[config.mk]
export PLATFORM = sky130hd
export DESIGN_NAME = fetch_unit
export DESIGN_NICKNAME = d
export VERILOG_FILES = /design/src/rtl/fetch_unit_pkg.sv /design/src/rtl/fetch_unit.sv
export SDC_FILE = /design/constraint.sdc
export NUM_CORES = 1
export LEC_CHECK = 0
export BUFFER_PORTS_ARGS = -buffer_cell sky130_fd_sc_hd__buf_2
export CORE_ASPECT_RATIO = 0.7
export CORE_MARGIN = 4
export CORE_UTILIZATION = 43
export CTS_CLUSTER_SIZE = 24
export DETAILED_ROUTE_END_ITERATION = 6
export PLACE_DENSITY = 0.67
export REMOVE_ABC_BUFFERS = 1
export SLEW_MARGIN = 20
export SYNTH_ARGS = -nofsm -noshare
export SYNTH_HDL_FRONTEND = slang
export SYNTH_SLANG_ARGS = --single-unit
[constraint.sdc]
create_clock -name clk -period 2.52 [get_ports clk]
set_input_delay 0.252 -clock clk [delete_from_list [all_inputs] [get_ports clk]]
set_output_delay 0.252 -clock clk [all_outputs]
set_load 0.01 [all_outputs]
[src/rtl/fetch_unit_pkg.sv]
// Shared fetch definitions: state encoding, halt encoding and counter helper.
package fetch_unit_pkg;

  // Fetch FSM encoding; decode relies on these values, so keep them fixed.
  typedef enum logic [1:0] {
    ST_IDLE  = 2'd0,
    ST_FETCH = 2'd1,
    ST_HALT  = 2'd2
  } fetch_state_e;

  // Instruction encoding that ends execution (shared with decode).
  localparam logic [8:0] HALT_INS_DEF = 9'h1FF;

  // Width of the delivered-instruction counter.
  localparam int CNT_W = 16;

  // Saturating increment for the delivered-instruction counter.
  function automatic logic [CNT_W-1:0] sat_inc(input logic [CNT_W-1:0] v);
    return (v == {CNT_W{1'b1}}) ? v : v + CNT_W'(1);
  endfunction

endpackage

[src/rtl/fetch_unit.sv]
// Per-core instruction fetch stage. Owns the PC, drives ins_mem and pairs
// the 1-cycle-latency instruction with its PC and a valid flag for decode.
module fetch_unit
  import fetch_unit_pkg::*;
#(
  parameter int                    ADDR_WIDTH = 8,
  parameter int                    INS_WIDTH  = 9,
  parameter logic [ADDR_WIDTH-1:0] START_ADDR = '0,
  parameter logic [INS_WIDTH-1:0]  HALT_INS   = INS_WIDTH'(HALT_INS_DEF)
) (
  input  logic                  clk,
  input  logic                  rstN,
  input  logic                  start,
  input  logic                  stall,
  input  logic                  jump,
  input  logic [ADDR_WIDTH-1:0] jump_addr,
  input  logic [INS_WIDTH-1:0]  ins_in,
  output logic [ADDR_WIDTH-1:0] PC_address,
  output logic                  rEn,
  output logic [INS_WIDTH-1:0]  ins_out,
  output logic [ADDR_WIDTH-1:0] ins_pc,
  output logic                  ins_valid,
  output logic                  done,
  output logic [CNT_W-1:0]      fetch_count
);

  fetch_state_e          r_state;
  logic [ADDR_WIDTH-1:0] r_pc;
  logic                  r_pend_valid;
  logic [ADDR_WIDTH-1:0] r_pend_pc;
  logic                  r_done;
  logic [CNT_W-1:0]      r_count;

  logic                  w_run;
  logic                  w_halt;
  logic                  w_jump;
  logic [ADDR_WIDTH-1:0] w_pc_inc;

  // Advancing cycle: fetching and decode is not pushing back.
  assign w_run    = (r_state == ST_FETCH) && !stall;
  // Halt wins over a simultaneous jump on the same presented instruction.
  assign w_halt   = w_run && r_pend_valid && (ins_in == HALT_INS);
  assign w_jump   = w_run && r_pend_valid && jump && !w_halt;
  // Natural wrap from the top address back to zero.
  assign w_pc_inc = r_pc + ADDR_WIDTH'(1);

  // Output decode; ins_mem holds its output whenever rEn is low.
  assign rEn         = w_run;
  assign PC_address  = r_pc;
  assign ins_out     = ins_in;
  assign ins_pc      = r_pend_pc;
  assign ins_valid   = r_pend_valid;
  assign done        = r_done;
  assign fetch_count = r_count;

  // Fetch FSM: PC sequencing, pending-fetch tracking, halt and counter.
  always_ff @(posedge clk or negedge rstN) begin
    if (!rstN) begin
      r_state      <= ST_IDLE;
      r_pc         <= START_ADDR;
      r_pend_valid <= 1'b0;
      r_pend_pc    <= '0;
      r_done       <= 1'b0;
      r_count      <= '0;
    end else begin
      case (r_state)
        ST_IDLE: begin
          if (start) begin
            r_pc    <= START_ADDR;
            r_state <= ST_FETCH;
          end
        end
        ST_FETCH: begin
          if (!stall) begin
            // The presented instruction is consumed by decode this cycle.
            if (r_pend_valid) r_count <= sat_inc(r_count);
            if (w_halt) begin
              r_state      <= ST_HALT;
              r_done       <= 1'b1;
              r_pend_valid <= 1'b0;
            end else if (w_jump) begin
              // The sequential fetch issued this cycle is squashed.
              r_pc         <= jump_addr;
              r_pend_valid <= 1'b0;
            end else begin
              r_pend_valid <= 1'b1;
              r_pend_pc    <= r_pc;
              r_pc         <= w_pc_inc;
            end
          end
        end
        ST_HALT: begin
          if (start) begin
            r_done  <= 1'b0;
            r_pc    <= START_ADDR;
            r_state <= ST_FETCH;
          end
        end
        default: r_state <= ST_IDLE;
      endcase
    end
  end

endmodule

# Word-level counts from Yosys, hierarchy flattened
# Cells that the tools add are included.
[totals]
register_bits = 36
input_bits = 22
output_inout_bits = 44
elab_cells = 53
[op_classes]
add_sub_neg = 2
n_eq_ne = 9
muxes = 15
n_bitwise = 4
reduce_logical = 17
[op_table]
columns = ["operator", "n"]
rows = [
  ["two-way mux 8 bit", 4],
  ["adder 16 x 1 -> 16 bit, second input constant", 1],
  ["equality test 16 bit, second input constant", 1],
  ["case mux 8 bit (2 select lines)", 1],
  ["AND reduction 4 bit", 4],
  ["equality test 9 bit, second input constant", 1],
  ["adder 8 x 1 -> 8 bit, second input constant", 1],
  ["!= test 2 bit, second input constant", 4],
  ["two-way mux 2 bit", 3],
  ["logical AND 1 bit", 5],
  ["two-way mux 1 bit", 5],
  ["inverter 1 bit", 4],
  ["case mux 2 bit (2 select lines)", 1],
  ["nonzero test 2 bit", 2],
  ["AND reduction 3 bit", 1],
  ["equality test 2 x 1 -> 1 bit, second input constant", 1],
  ["equality test 2 bit, second input constant", 1],
  ["zero test 1 bit", 2],
  ["zero test 2 bit", 1],
  ["!= test 2 x 1 -> 1 bit, second input constant", 1],
  ["case mux 1 bit (2 select lines)", 1],
  ["AND reduction 2 bit", 1],
  ["OR reduction 2 bit", 1],
]

# Depth between registers and ports, before layout
[depth]
ltp_word = 10
ltp_mapped = 7
depth_no_buf = 6

# Worst setup path before layout
# Ideal clock, no wire load.
[synth_path]
path_type = "register to register"
from = "reg r_state[1]"
to = "reg r_pend_pc[1] (netlist: ins_pc[1])"
setup_ns = 0.125
t_arrival_ns = 1.698
required_time_ns = 2.395
slack_ns = 0.697
stages_incl_launch_ff = 7
n_path_buf = 2
synth_period_minus_slack_ns = 1.823
cell_sequence = "dfrtp_1 -> or3b_1 -> buf_6 -> nor2_1 -> o2bb2ai_2 -> buf_4 -> mux2_2"
[synth_between]
elab_chain_cells = 8
elab_cells_between_ends = 10
cone_classes = "eq/ne (1); bitwise (2); reduce/logical (7)"
[synth_lines]
columns = ["item", "line", "source"]
rows = [
  ["start: declaration", "fetch_unit.sv:27", "fetch_state_e r_state;"],
  ["start signal: assignment", "fetch_unit.sv:59", "r_state <= ST_IDLE;"],
  ["start signal: assignment", "fetch_unit.sv:70", "r_state <= ST_FETCH;"],
  ["start signal: assignment", "fetch_unit.sv:78", "r_state <= ST_HALT;"],
  ["equality test 2 x 1 -> 1 bit (*)", "fetch_unit.sv:40, fetch_unit.sv:66", ""],
  ["logical AND 1 bit", "fetch_unit.sv:40", "assign w_run = (r_state == ST_FETCH) && !stall;"],
  ["logical AND 1 bit", "fetch_unit.sv:42, fetch_unit.sv:43", ""],
  ["logical AND 1 bit", "fetch_unit.sv:42", "assign w_halt = w_run && r_pend_valid && (ins_in == HALT_INS);"],
  ["zero test 1 bit", "fetch_unit.sv:43", "assign w_jump = w_run && r_pend_valid && jump && !w_halt;"],
  ["logical AND 1 bit", "fetch_unit.sv:43", ""],
  ["inverter 1 bit (no source line)", "n/a", ""],
  ["AND reduction 4 bit (no source line) (*)", "n/a", ""],
  ["end signal: assignment", "fetch_unit.sv:87", "r_pend_pc <= r_pc;"],
  ["end: declaration", "fetch_unit.sv:30", "logic [ADDR_WIDTH-1:0] r_pend_pc;"],
]
# Mark *: on every way between the ends. The rest lies on a longest branch, timed or not.
# A chain may end at the register's enable or synchronous reset.

# Worst setup path in the final report
[layout_path]
from = "reg r_state[1]"
to = "reg r_pend_pc[7] (netlist: ins_pc[7])"
# The elaborated chain is that of the path after synthesis.

==> impl_metrics.env <==
export IMPL_status="finished, final reports clean"
export IMPL_end_kind="register"
export IMPL_multiInputGateArea_um2=840
export IMPL_wl_um=4030
export IMPL_drive_gt1_share_pct=38.1
export IMPL_globalplace_congestion=0.819
export IMPL_ys_flop_type="dfrtp_1"
export IMPL_coreArea_um2=4070
export IMPL_synthMuxAreaShare_pct=7.55
export IMPL_hold_viol=0
export IMPL_routed_via_density=5.23
export IMPL_ios=66
export IMPL_worst_path_max_fanout=14
export IMPL_grt_pass1_vias=1418
export IMPL_die_area_um2=5490
export IMPL_numCtsBuffers=5
export IMPL_row_count=19
export IMPL_synth_top_family_by_area="simple AND/OR/NAND/NOR gates"
export IMPL_die_w_um=86.9
export IMPL_nets=254
export IMPL_max_freq_mhz=462
export IMPL_synthAdderAreaFrac_pct=1.34
export IMPL_h_tree_depth=2
export IMPL_syn_avg_cell_area_um2=11.0
export IMPL_via_count=1480
export IMPL_intPower_uw=1150
export IMPL_gr_usage_met1_pct=20.3
export IMPL_power_total_uw=1720
export IMPL_cp_startpoint="r_state[1]$_DFFE_PN0P_"
export IMPL_gr_total_overflow=0
export IMPL_syn_cell_area_um2=1870
export IMPL_grt_pass1_wl_um=6710
export IMPL_route_detailed_drc=0
export IMPL_hp_class="in -> async"
export IMPL_sw_frac_of_total_pct=32.9
export IMPL_reg2reg_depth=3
export IMPL_start_util_pct=46.1
export IMPL_synth_edf_count=0
export IMPL_grtUsageTotal_pct=15.5
export IMPL_post_synth_xor_area_fraction_pct=7.01
export IMPL_setup_worst_path_start_class="register"
export IMPL_cts_tree="built"
export IMPL_rsz0062_at_grt="no"
export IMPL_fin_skew_ns=0.00688
export IMPL_wl_per_cell_um=14.2
export IMPL_fin_crit_sh_pct=85.9
export IMPL_static_leakage_power_uw=0.00114
export IMPL_period_needed_ns=2.17
export IMPL_power_frac_seq_pct=48.7
export IMPL_r2r_start="r_state[1]$_DFFE_PN0P_"
export IMPL_grt_use_met2_pct=24.4
export IMPL_grt_busiest_layer="met2"
export IMPL_critPathKind="reg -> reg"
export IMPL_die_y_um=63.2
export IMPL_antenna_found_initial=0
export IMPL_layout_cells_non_filler=283
export IMPL_layout_common_cells="65 x buf_2, 36 x dfrtp_1, 11 x xnor2_1, 11 x nand2_1"
export IMPL_hold_buffers=0
export IMPL_n_antenna_cell=0
export IMPL_grt_max_degree=37
export IMPL_p_sw_uw=566
export IMPL_tns_ns=0
export IMPL_r2r_end="ins_pc[7]$_DFFE_PN0P_"
export IMPL_first_pass_iters=4
export IMPL_worstMarginPinSlew_ns=0.775
export IMPL_syn_inst=170
export IMPL_clock_latency_ns=0.29
export IMPL_yosysSeqAreaShare_pct=48.1
export IMPL_root_buffer="clkbuf_8"
export IMPL_area_growth_pct=20.4
export IMPL_final_antenna_net_count=0
export IMPL_crit_arrival_ns=2.33
export IMPL_dp_cells=275
export IMPL_drtIter0Drc=35
export IMPL_nFillCells=352
export IMPL_clock_sinks=36
export IMPL_final_common_cell="buf_2"
export IMPL_drv_cap=0
export IMPL_path_clk_slew_ns=0.06
export IMPL_synth_warnings=0
export IMPL_p_clk_share_pct=24.0
export IMPL_port_buffers=65
export IMPL_cts_resized=0
export IMPL_clockBufferDepth=2
export IMPL_drv_slew=0
export IMPL_power_density_nw_per_um2=763
export IMPL_synthArstFlopShare_pct=100
export IMPL_peakVddDrop_mv=0.457
export IMPL_post_cts_buffers=0
export IMPL_synth_cell_types=37
export IMPL_regArea_um2=901
export IMPL_reg2reg_slack_ns=0.35
export IMPL_worstPathRequired_ns=2.69
export IMPL_synth_compound_area_share_pct=8.55
export IMPL_yosys_area_share_simple_pct=20.4
export IMPL_ys_ff_latch=36
export IMPL_max_slew_margin_pct=48.3
export IMPL_setup_violations=0
export IMPL_p_comb_share_pct=27.3
export IMPL_gr_usage_met3_pct=3.91
export IMPL_dp_hpwl_um=3120
-- flip-flops by register name (all words and copies together) (netlist names) --
| signal | cells |
|---|---|
| PC_address | 8 |
| r_state | 2 |
| ins_valid | 1 |
| done | 1 |
| fetch_count | 16 |
| ins_pc | 8 |
-- cell families (layout without fill, tap and decap cells) --
logic type,count (synthesis),count (layout)
XOR/XNOR,15,15
buffers and inverters,18,79
AO/OA/AOI/OAI,22,22
flip-flops,36,36
multiplexers,13,13
adder cells (fa/ha/maj),2,2
AND/OR/NAND/NOR,64,64
-- worst max path at each step --
stage                                      to  slack, ns  cells past startpoint
floorplan           PC_address[4]$_DFFE_PN0P_       0.62                      5
global placement        ins_pc[0]$_DFFE_PN0P_       0.43                      3
detailed placement      ins_pc[7]$_DFFE_PN0P_       0.37                      3
CTS                     ins_pc[7]$_DFFE_PN0P_       0.36                      3
global route            ins_pc[3]$_DFFE_PN0P_       0.27                      3
finish                  ins_pc[7]$_DFFE_PN0P_       0.35                      3
-- cell usage after synthesis (all sizes together) (2+ instances only) --
master,count,share of area (%)
buf,12,5.2
and4,4,1.9
ha,2,1.3
o211ai,2,0.80
a21oi,5,1.5
mux2i,4,2.1
a221o,3,1.6
nor4,2,0.67
a21o,4,1.6
nand3,9,2.4
nand2,12,2.8
o21ai,3,0.80
nor3,3,0.80
xor2,4,1.9
o22ai,3,1.0
nor2,11,2.6
mux2,9,5.4
nand4,10,3.3
inv,5,1.0
or3,3,1.0
and3,3,1.0
dfrtp,36,48
xnor2,11,5.1
-- final cells by class --
cell class / count / area share, %
flip-flops and latches: 36 / 39.9
repair buffers: 65 / 14.4
well taps: 52 / 2.88
inverters: 6 / 1.55
clock buffers: 8 / 3.99
multi-input cells: 116 / 37.2
-- routing by layer --
| metal | wire, um | vias to the layer above | share of wire (%) |
|---|---|---|---|
| met2 | 1840 | 34 | 46 |
| met5 | 0 | - | 0 |
| met1 | 1890 | 708 | 47 |
| li1 | - | 731 | - |
| met3 | 227 | 7 | 5.6 |
| met4 | 59 | 0 | 1.5 |
-- power groups by stage --
stage | Sequential [uW] | Clock, uW | Combinational, uW
final | 838 | 413 | 470
after global routing | 868 | 454 | 520
after CTS | 839 | 432 | 479
after detailed placement | 848 | 0 | 479
after global placement | 849 | 0 | 467
after floorplan | 884 | 0 | 208
-- per-stage QoR --
stage | hold slack (ns) | cell area (um2) | utilization (%) | setup WS (ns)
floorplan | -0.0436 | 1780 | - | 0.618
global placement | 0.383 | 2170 | 53.3 | 0.427
detailed placement | 0.397 | 2170 | 53.3 | 0.368
CTS | 0.0851 | 2260 | 55.5 | 0.359
global route | 0.115 | 2260 | 55.5 | 0.272
finish | 0.0402 | 2260 | 55.5 | 0.354
-- worst max-delay path, stage by stage, from the launching register on --
cell	delay, ns
dfrtp_1	0.41
or3b_1	0.56
o2bb2ai_2	0.67
mux2_2	0.41
Power figures use the tool's default switching activity.
